==> config.mk <==
export PLATFORM = sky130hd
export DESIGN_NAME = vga_timing_gen
export DESIGN_NICKNAME = d
export VERILOG_FILES = /design/src/rtl/vga_timing_pkg.sv /design/src/rtl/vga_pix_en_div.sv /design/src/rtl/vga_timing_gen.sv
export SDC_FILE = /design/constraint.sdc
export NUM_CORES = 1
export LEC_CHECK = 0
export CAP_MARGIN = 40
export CORE_UTILIZATION = 25
export CTS_CLUSTER_SIZE = 24
export DETAILED_ROUTE_END_ITERATION = 10
export DONT_BUFFER_PORTS = 1
export SLEW_MARGIN = 20
export SYNTH_ARGS = -nofsm -noshare
export SYNTH_HDL_FRONTEND = slang
export SYNTH_SLANG_ARGS = --single-unit
export TNS_END_PERCENT = 50
==> constraint.sdc <==
create_clock -name clk -period 6.4 [get_ports clk]
set_input_delay 0.32 -clock clk [delete_from_list [all_inputs] [get_ports clk]]
set_output_delay 0.32 -clock clk [all_outputs]
set_load 0.02 [all_outputs]
==> src/rtl/vga_timing_pkg.sv <==
// vga_timing_pkg
//   Shared definitions for the VGA timing generator:
//     - vga_state_t : run-control FSM state encoding (IDLE, RUN, DRAIN)
//     - DEF_*       : default 640x480 @ 60 Hz timing (25 MHz pixel rate from
//                     a 100 MHz clk with a divide-by-4 pixel strobe)
//     - cnt_width() : register width needed for a 0..n-1 counter
//   Optional feature macro used by the generator: VGA_TIMING_FRAME_CNT_EN.

package vga_timing_pkg;

   typedef enum logic [1:0] {
      IDLE  = 2'd0,
      RUN   = 2'd1,
      DRAIN = 2'd2
   } vga_state_t;

   // 640x480 horizontal timing, in pixels
   localparam int DEF_H_DISPLAY = 640;
   localparam int DEF_H_FRONT   = 16;
   localparam int DEF_H_SYNC    = 96;
   localparam int DEF_H_BACK    = 48;

   // 640x480 vertical timing, in lines
   localparam int DEF_V_DISPLAY = 480;
   localparam int DEF_V_FRONT   = 10;
   localparam int DEF_V_SYNC    = 2;
   localparam int DEF_V_BACK    = 33;

   // Both syncs active-low for this mode
   localparam int DEF_SYNC_POL  = 0;
   localparam int DEF_CLK_DIV   = 4;
   localparam int DEF_CW        = 11;

   // Width of a counter that runs 0..n-1; never less than one bit so a
   // divide-by-1 still has a legal (constant) register.
   function automatic int cnt_width(input int n);
      return (n > 1) ? $clog2(n) : 1;
   endfunction

endpackage

==> src/rtl/vga_pix_en_div.sv <==
// vga_pix_en_div
//   Free-running pixel-strobe divider. An internal counter runs
//   0..CLK_DIV-1 and pix_en is high for the single clk in which the counter
//   holds CLK_DIV-1. With CLK_DIV = 1 the strobe is high on every clk after
//   reset.
//
//   Parameters
//     CLK_DIV : clk cycles per pixel (>= 1)
//   Ports
//     clk     in  system clock, rising edge
//     reset   in  synchronous active-high reset (counter 0, pix_en 0)
//     pix_en  out registered one-clk pixel strobe

module vga_pix_en_div
   import vga_timing_pkg::*;
#(
   parameter int CLK_DIV = DEF_CLK_DIV
) (
   input  logic clk,
   input  logic reset,
   output logic pix_en
);

   localparam int            DW   = cnt_width(CLK_DIV);
   localparam logic [DW-1:0] LAST = DW'(CLK_DIV - 1);

   logic [DW-1:0] cnt_reg;
   logic [DW-1:0] cnt_next;
   logic          pix_en_reg;

   always_comb begin
      cnt_next = (cnt_reg == LAST) ? '0 : cnt_reg + DW'(1);
   end

   // The strobe is registered from the next count so it lines up with the
   // cycle in which cnt_reg == LAST, yet still reads 0 straight out of reset
   // even when CLK_DIV = 1.
   always_ff @(posedge clk) begin
      if (reset) begin
         cnt_reg    <= '0;
         pix_en_reg <= 1'b0;
      end else begin
         cnt_reg    <= cnt_next;
         pix_en_reg <= (cnt_next == LAST);
      end
   end

   assign pix_en = pix_en_reg;

endmodule

==> src/rtl/vga_timing_gen.sv <==
// vga_timing_gen
//   Parameterised VGA raster timing generator. A pixel strobe from
//   vga_pix_en_div paces an x/y raster counter wrapped in a three-state
//   run-control FSM:
//     IDLE  : counters parked at (0,0), syncs inactive, video_on low
//     RUN   : raster counts while enable is high
//     DRAIN : enable dropped; the current frame is finished before IDLE,
//             and raising enable again resumes RUN without disturbing x/y
//   Every output (syncs, video_on, line/frame pulses) is registered from the
//   next-counter values, so it is cycle-aligned with x/y.
//
//   Optional feature (macro VGA_TIMING_FRAME_CNT_EN):
//     defined   -> frame_cnt counts completed frames, wrapping 255 -> 0
//     undefined -> frame_cnt is tied to 0 and no counter is built
//
//   Parameters
//     H_DISPLAY/H_FRONT/H_SYNC/H_BACK : line layout in pixels
//     V_DISPLAY/V_FRONT/V_SYNC/V_BACK : frame layout in lines
//     SYNC_POL : active sync level (0 = active-low)
//     CLK_DIV  : clk cycles per pixel (>= 1)
//     CW       : x/y counter width
//   Ports
//     clk         in  system clock, rising edge
//     reset       in  synchronous active-high reset
//     enable      in  level-sensitive run request
//     pix_en      out one-clk pixel strobe every CLK_DIV clks
//     hsync       out horizontal sync
//     vsync       out vertical sync
//     video_on    out visible-area flag
//     x, y        out raster position
//     line_start  out one-clk pulse when x becomes 0 on a running line
//     frame_start out one-clk pulse when (x,y) becomes (0,0) on a new frame
//     frame_cnt   out completed-frame counter

module vga_timing_gen
   import vga_timing_pkg::*;
#(
   parameter int H_DISPLAY = DEF_H_DISPLAY,
   parameter int H_FRONT   = DEF_H_FRONT,
   parameter int H_SYNC    = DEF_H_SYNC,
   parameter int H_BACK    = DEF_H_BACK,
   parameter int V_DISPLAY = DEF_V_DISPLAY,
   parameter int V_FRONT   = DEF_V_FRONT,
   parameter int V_SYNC    = DEF_V_SYNC,
   parameter int V_BACK    = DEF_V_BACK,
   parameter int SYNC_POL  = DEF_SYNC_POL,
   parameter int CLK_DIV   = DEF_CLK_DIV,
   parameter int CW        = DEF_CW
) (
   input  logic          clk,
   input  logic          reset,
   input  logic          enable,
   output logic          pix_en,
   output logic          hsync,
   output logic          vsync,
   output logic          video_on,
   output logic [CW-1:0] x,
   output logic [CW-1:0] y,
   output logic          line_start,
   output logic          frame_start,
   output logic [7:0]    frame_cnt
);

   localparam int            HMAX     = H_DISPLAY + H_FRONT + H_SYNC + H_BACK - 1;
   localparam int            VMAX     = V_DISPLAY + V_FRONT + V_SYNC + V_BACK - 1;
   localparam logic [CW-1:0] HMAX_C   = CW'(HMAX);
   localparam logic [CW-1:0] VMAX_C   = CW'(VMAX);
   localparam logic          SYNC_ACT = (SYNC_POL != 0);

   // ------------------------------------------------------------------
   // Pixel strobe
   // ------------------------------------------------------------------
   vga_pix_en_div #(
      .CLK_DIV (CLK_DIV)
   ) u_div (
      .clk    (clk),
      .reset  (reset),
      .pix_en (pix_en)
   );

   // ------------------------------------------------------------------
   // State and registered outputs
   // ------------------------------------------------------------------
   vga_state_t    state_reg;
   vga_state_t    state_next;
   logic [CW-1:0] x_reg;
   logic [CW-1:0] x_next;
   logic [CW-1:0] y_reg;
   logic [CW-1:0] y_next;
   logic          hsync_reg;
   logic          vsync_reg;
   logic          video_on_reg;
   logic          line_start_reg;
   logic          line_start_next;
   logic          frame_start_reg;
   logic          frame_start_next;

   logic          end_of_line;
   logic          end_of_frame;
   logic          running_next;

   assign end_of_line  = (x_reg == HMAX_C);
   assign end_of_frame = end_of_line && (y_reg == VMAX_C);

   // ------------------------------------------------------------------
   // Next-state / next-counter logic. Nothing moves except on a strobe
   // clk; on the other clks the pulses fall back to 0 and levels hold.
   // ------------------------------------------------------------------
   always_comb begin
      state_next       = state_reg;
      x_next           = x_reg;
      y_next           = y_reg;
      line_start_next  = 1'b0;
      frame_start_next = 1'b0;

      if (pix_en) begin
         case (state_reg)
            IDLE: begin
               // Counters already sit at (0,0): starting simply presents
               // that position as the first pixel of a new frame.
               if (enable) begin
                  state_next       = RUN;
                  line_start_next  = 1'b1;
                  frame_start_next = 1'b1;
               end
            end

            RUN, DRAIN: begin
               if (end_of_line) begin
                  x_next = '0;
                  y_next = end_of_frame ? '0 : y_reg + CW'(1);
               end else begin
                  x_next = x_reg + CW'(1);
               end

               if (enable) begin
                  state_next = RUN;
               end else if (state_reg == RUN) begin
                  state_next = DRAIN;
               end else if (end_of_frame) begin
                  state_next = IDLE;
               end else begin
                  state_next = DRAIN;
               end

               // Returning to IDLE parks at (0,0) but begins no new line
               // or frame, so neither pulse fires on that edge.
               line_start_next  = end_of_line  && (state_next != IDLE);
               frame_start_next = end_of_frame && (state_next != IDLE);
            end

            default: begin
               state_next = IDLE;
               x_next     = '0;
               y_next     = '0;
            end
         endcase
      end
   end

   assign running_next = (state_next != IDLE);

   // ------------------------------------------------------------------
   // Per-axis decode of the next position: index 0 is horizontal (x),
   // index 1 is vertical (y). Both axes share the same layout order:
   // display, front porch, sync, back porch.
   // ------------------------------------------------------------------
   logic [CW-1:0] pos_next [2];
   logic [1:0]    in_disp_next;
   logic [1:0]    in_sync_next;

   assign pos_next[0] = x_next;
   assign pos_next[1] = y_next;

   genvar gi;
   generate
      for (gi = 0; gi < 2; gi++) begin : g_axis
         localparam int DISP_LEN   = (gi == 0) ? H_DISPLAY : V_DISPLAY;
         localparam int SYNC_FIRST = (gi == 0) ? (H_DISPLAY + H_FRONT) : (V_DISPLAY + V_FRONT);
         localparam int SYNC_LAST  = SYNC_FIRST + ((gi == 0) ? H_SYNC : V_SYNC) - 1;

         assign in_disp_next[gi] = (pos_next[gi] < CW'(DISP_LEN));
         assign in_sync_next[gi] = (pos_next[gi] >= CW'(SYNC_FIRST)) &&
                                   (pos_next[gi] <= CW'(SYNC_LAST));
      end
   endgenerate

   // ------------------------------------------------------------------
   // FSM state, counters and outputs share one register stage so that
   // every output is aligned with the x/y it describes.
   // ------------------------------------------------------------------
   always_ff @(posedge clk) begin
      if (reset) begin
         state_reg       <= IDLE;
         x_reg           <= '0;
         y_reg           <= '0;
         hsync_reg       <= ~SYNC_ACT;
         vsync_reg       <= ~SYNC_ACT;
         video_on_reg    <= 1'b0;
         line_start_reg  <= 1'b0;
         frame_start_reg <= 1'b0;
      end else begin
         state_reg       <= state_next;
         x_reg           <= x_next;
         y_reg           <= y_next;
         hsync_reg       <= (running_next && in_sync_next[0]) ? SYNC_ACT : ~SYNC_ACT;
         vsync_reg       <= (running_next && in_sync_next[1]) ? SYNC_ACT : ~SYNC_ACT;
         video_on_reg    <= running_next && in_disp_next[0] && in_disp_next[1];
         line_start_reg  <= line_start_next;
         frame_start_reg <= frame_start_next;
      end
   end

   assign x           = x_reg;
   assign y           = y_reg;
   assign hsync       = hsync_reg;
   assign vsync       = vsync_reg;
   assign video_on    = video_on_reg;
   assign line_start  = line_start_reg;
   assign frame_start = frame_start_reg;

   // ------------------------------------------------------------------
   // Completed-frame counter. A frame completes on every (HMAX,VMAX)
   // wrap, including the final one that drops a draining raster to IDLE.
   // ------------------------------------------------------------------
`ifdef VGA_TIMING_FRAME_CNT_EN
   logic [7:0] frame_cnt_reg;
   logic       frame_wrap;

   assign frame_wrap = pix_en && (state_reg != IDLE) && end_of_frame;

   always_ff @(posedge clk) begin
      if (reset) begin
         frame_cnt_reg <= 8'd0;
      end else if (frame_wrap) begin
         frame_cnt_reg <= frame_cnt_reg + 8'd1;
      end
   end

   assign frame_cnt = frame_cnt_reg;
`else
   assign frame_cnt = 8'd0;
`endif

endmodule

==> metrics.csv <==
stage,metric,value,unit
cts,postCtsSetupBuffers,0,
pwr,ir_drop,72.7,uV
cts,cts.sinks,32,
setup_path,path_cells,inv_1 -> ha_1 -> nand3b_1 -> nor4_2 -> nand3_1 -> a221oi_2 -> nand4b_1 -> or4_1,
pwr,p_seq_share,47.2,%
place,dp_slack,3.24,ns
synth,synth_ff_type,dfxtp_1,
global_route,grt_pass1_wl,9.56,mm
place,hpwl,4.26,mm
sta,setup_violations,0,
pwr,clkPwrFrac,48.8,%
sta,worst_pin_slew,0.779,ns
setup_path,worstPathRequired,6.56,ns
sta,drv_slew,0,
synth,syn_area,2070,um^2
final_layout,nets,264,
sta,relSlewSlack,48.0,%
run_status,status,completed,
setup_path,crit_fanout,14,
global_route,track_usage,14.2,%
sta,final.setup.tns,0,ns
final_layout,n_fill_cell,845,
cts,insertion_delay,0.29,ns
pwr,p_leak,0.772,nW
synth,synthArstFlopShare,0,%
final_layout,syn2layout_area_growth,7.86,%
pwr,p_sw,0.0930,mW
sta,clock_skew,0.00536,ns
synth,seq_area_frac_synth,31.0,%
floorplan,num_io_pins,39,
synth,synth_seq_cells,32,
sta,hold_viol,0,
pwr,comb_power_share,4.0,%
global_route,antenna_found_initial,0,
global_route,overflow,0,
cts,clk_pin_slew,0.07,ns
drt,wl_per_cell,16.4,um
hold_path,hp-class,in2reg,
synth,yosys_warnings,0,
sta,fmax,308,MHz
place,gp_congestion,0.848,
setup_path,crit_type,reg2reg,
final_layout,n_antenna_cell,0,
sta,worst_slack,3.16,ns
global_route,grt_pass1_vias,1799,
floorplan,fp.coreArea,7850,um^2
pwr,p_sw_share,21.2,%
floorplan,die_y,93.0,um
synth,ys_types,58,
floorplan,die_area,8640,um^2
drt,remaining_drc_errors,0,
floorplan,die_x,93.0,um
sta,rsz0062_at_grt,false,
cts,cts-resized-gates,0,
drt,ant_nets,0,
setup_path,end_kind,register,
drt,drt_iter0_markers,178,
drt,first_pass_iters,5,
floorplan,num_rows,32,
cts,htree_levels,2,
cts,cts_buffers,5,
pwr,intPower,0.345,mW
drt,vias,1969,
synth,synth_edf_count,0,
final_layout,layout-drive-gt1-share,6.30,%
setup_path,critical-path-max-stage-delay,0.59,ns
sta,fin_crit,3.24,ns
place,place_inst,348,
cts,cts_hold_buf,0,
setup_path,start_kind,register,
drt,viasPerCell,5.53,
drt,routed_wl,5.85,mm
cts,cts_max_path_buffers,2,
setup_path,cp.arrival,3.40,ns
synth,synth_cells,261,
cts,cts_root_buf,clkbuf_8,
setup_path,cpMaxStageDelayCell,nor4_2,
place,portBuffers,0,
floorplan,initial_core_util,26.4,%
sta,final.period_utilization,50.7,%
global_route,grt_max_degree,26,
synth,syn_avg_cell_area,7.92,um^2
pwr,p_per_area,196,nW/um^2
job,maxCapViolations,0,
cts,cts_tree,done,
final_layout,instances_no_fill,356,
## per-stage QoR
step	hold slack [ns]	total power [mW]	utilization, %	instance area [um^2]
final	0.0890	0.438	28.4	2230
after global routing	0.0860	0.455	28.4	2230
after CTS	0.0850	0.444	28.4	2230
after detailed placement	0.393	0.228	26.8	2100
after global placement	0.390	0.228	26.8	2100
after floorplan	0.392	0.230	-	2090
## Yosys cell counts (all sizes together), types with 7 or more instances
cell     n  share of area [%]
dfxtp   32                 31
nand2   23                4.2
nor2    17                3.1
a21oi   14                3.4
nand3   14                3.6
o21ai   14                3.4
buf     13                4.0
nor2b   13                3.9
a31oi    9                2.7
clkbuf   9                1.7
inv      9                1.6
ha       8                4.8
nand2b   7                2.1
nand4    7                2.1
## final cells by class
cell class / instances / area (um^2) / area share (%)
clock buffer: 7 / 96.3 / 4.32
clock inverter: 1 / 30.0 / 1.35
inverter: 9 / 33.8 / 1.51
multi-input combinational: 205 / 1300 / 58.4
sequential: 32 / 641 / 28.7
tap: 102 / 128 / 5.72
## layout by cell type, fill, tap and decap left out, types with 9 or more instances in the layout
| cell | instances |
|---|---|
| nand3_1 | 13 |
| a21oi_1 | 14 |
| inv_1 | 9 |
| dfxtp_1 | 32 |
| a31oi_1 | 9 |
| nand2_1 | 23 |
| nor2_1 | 17 |
| nor2b_1 | 13 |
| o21ai_0 | 14 |
## power by group through the flow
stage / Combinational (mW) / Sequential (mW) / Clock [mW]
2_1_floorplan: 0.0215 / 0.209 / 0
3_3_place_gp: 0.0169 / 0.211 / 0
3_5_place_dp: 0.0171 / 0.211 / 0
4_1_cts: 0.0172 / 0.207 / 0.220
5_1_grt: 0.0193 / 0.207 / 0.228
6_report: 0.0174 / 0.207 / 0.214
## critical path: cells and delay by family, from the launching register on
family	cells	cell delay, ns
buffers and inverters	1	0.08
AOI/OAI and AO/OA	1	0.32
and+or+nand+nor	5	1.81
DFF	1	0.38
adders and majority gates	1	0.54
## metal layers
layer  wire length, um  up-vias  global-route usage [%]  share of wire, %
li1                  -      935                       -                 -
met3               587       18                    5.50                10
met1              2550      923                    18.4                44
met4               157        0                    5.90               2.7
met5                 0        -                       0                 0
met2              2550       93                    20.8                44
## worst paths after layout
kind | cells past startpoint | start | endpoint | slack, ns
worst max-delay path | 8 | state_reg[1] | vsync | 3.16
worst min-delay path | 1 | reset | u_div.cnt_reg[1] | 0.09
worst max register to register | 8 | state_reg[1] | vsync | 3.16
worst min register to register | 1 | u_div.cnt_reg[0] | u_div.cnt_reg[0] | 0.45
## kinds of logic (layout without fill, tap and decap cells)
group	count (synthesis)	after routing	share of synthesized area, %
compound gates	67	67	22.2
xor+xnor	2	2	0.847
fa+ha+maj	8	8	4.84
buf+inv	31	17	7.32
flops	32	32	31.0
mux	2	2	0.968
other cells	1	8	0.181
simple gates	118	118	32.7
No activity file was read; power rests on OpenSTA's default activity.
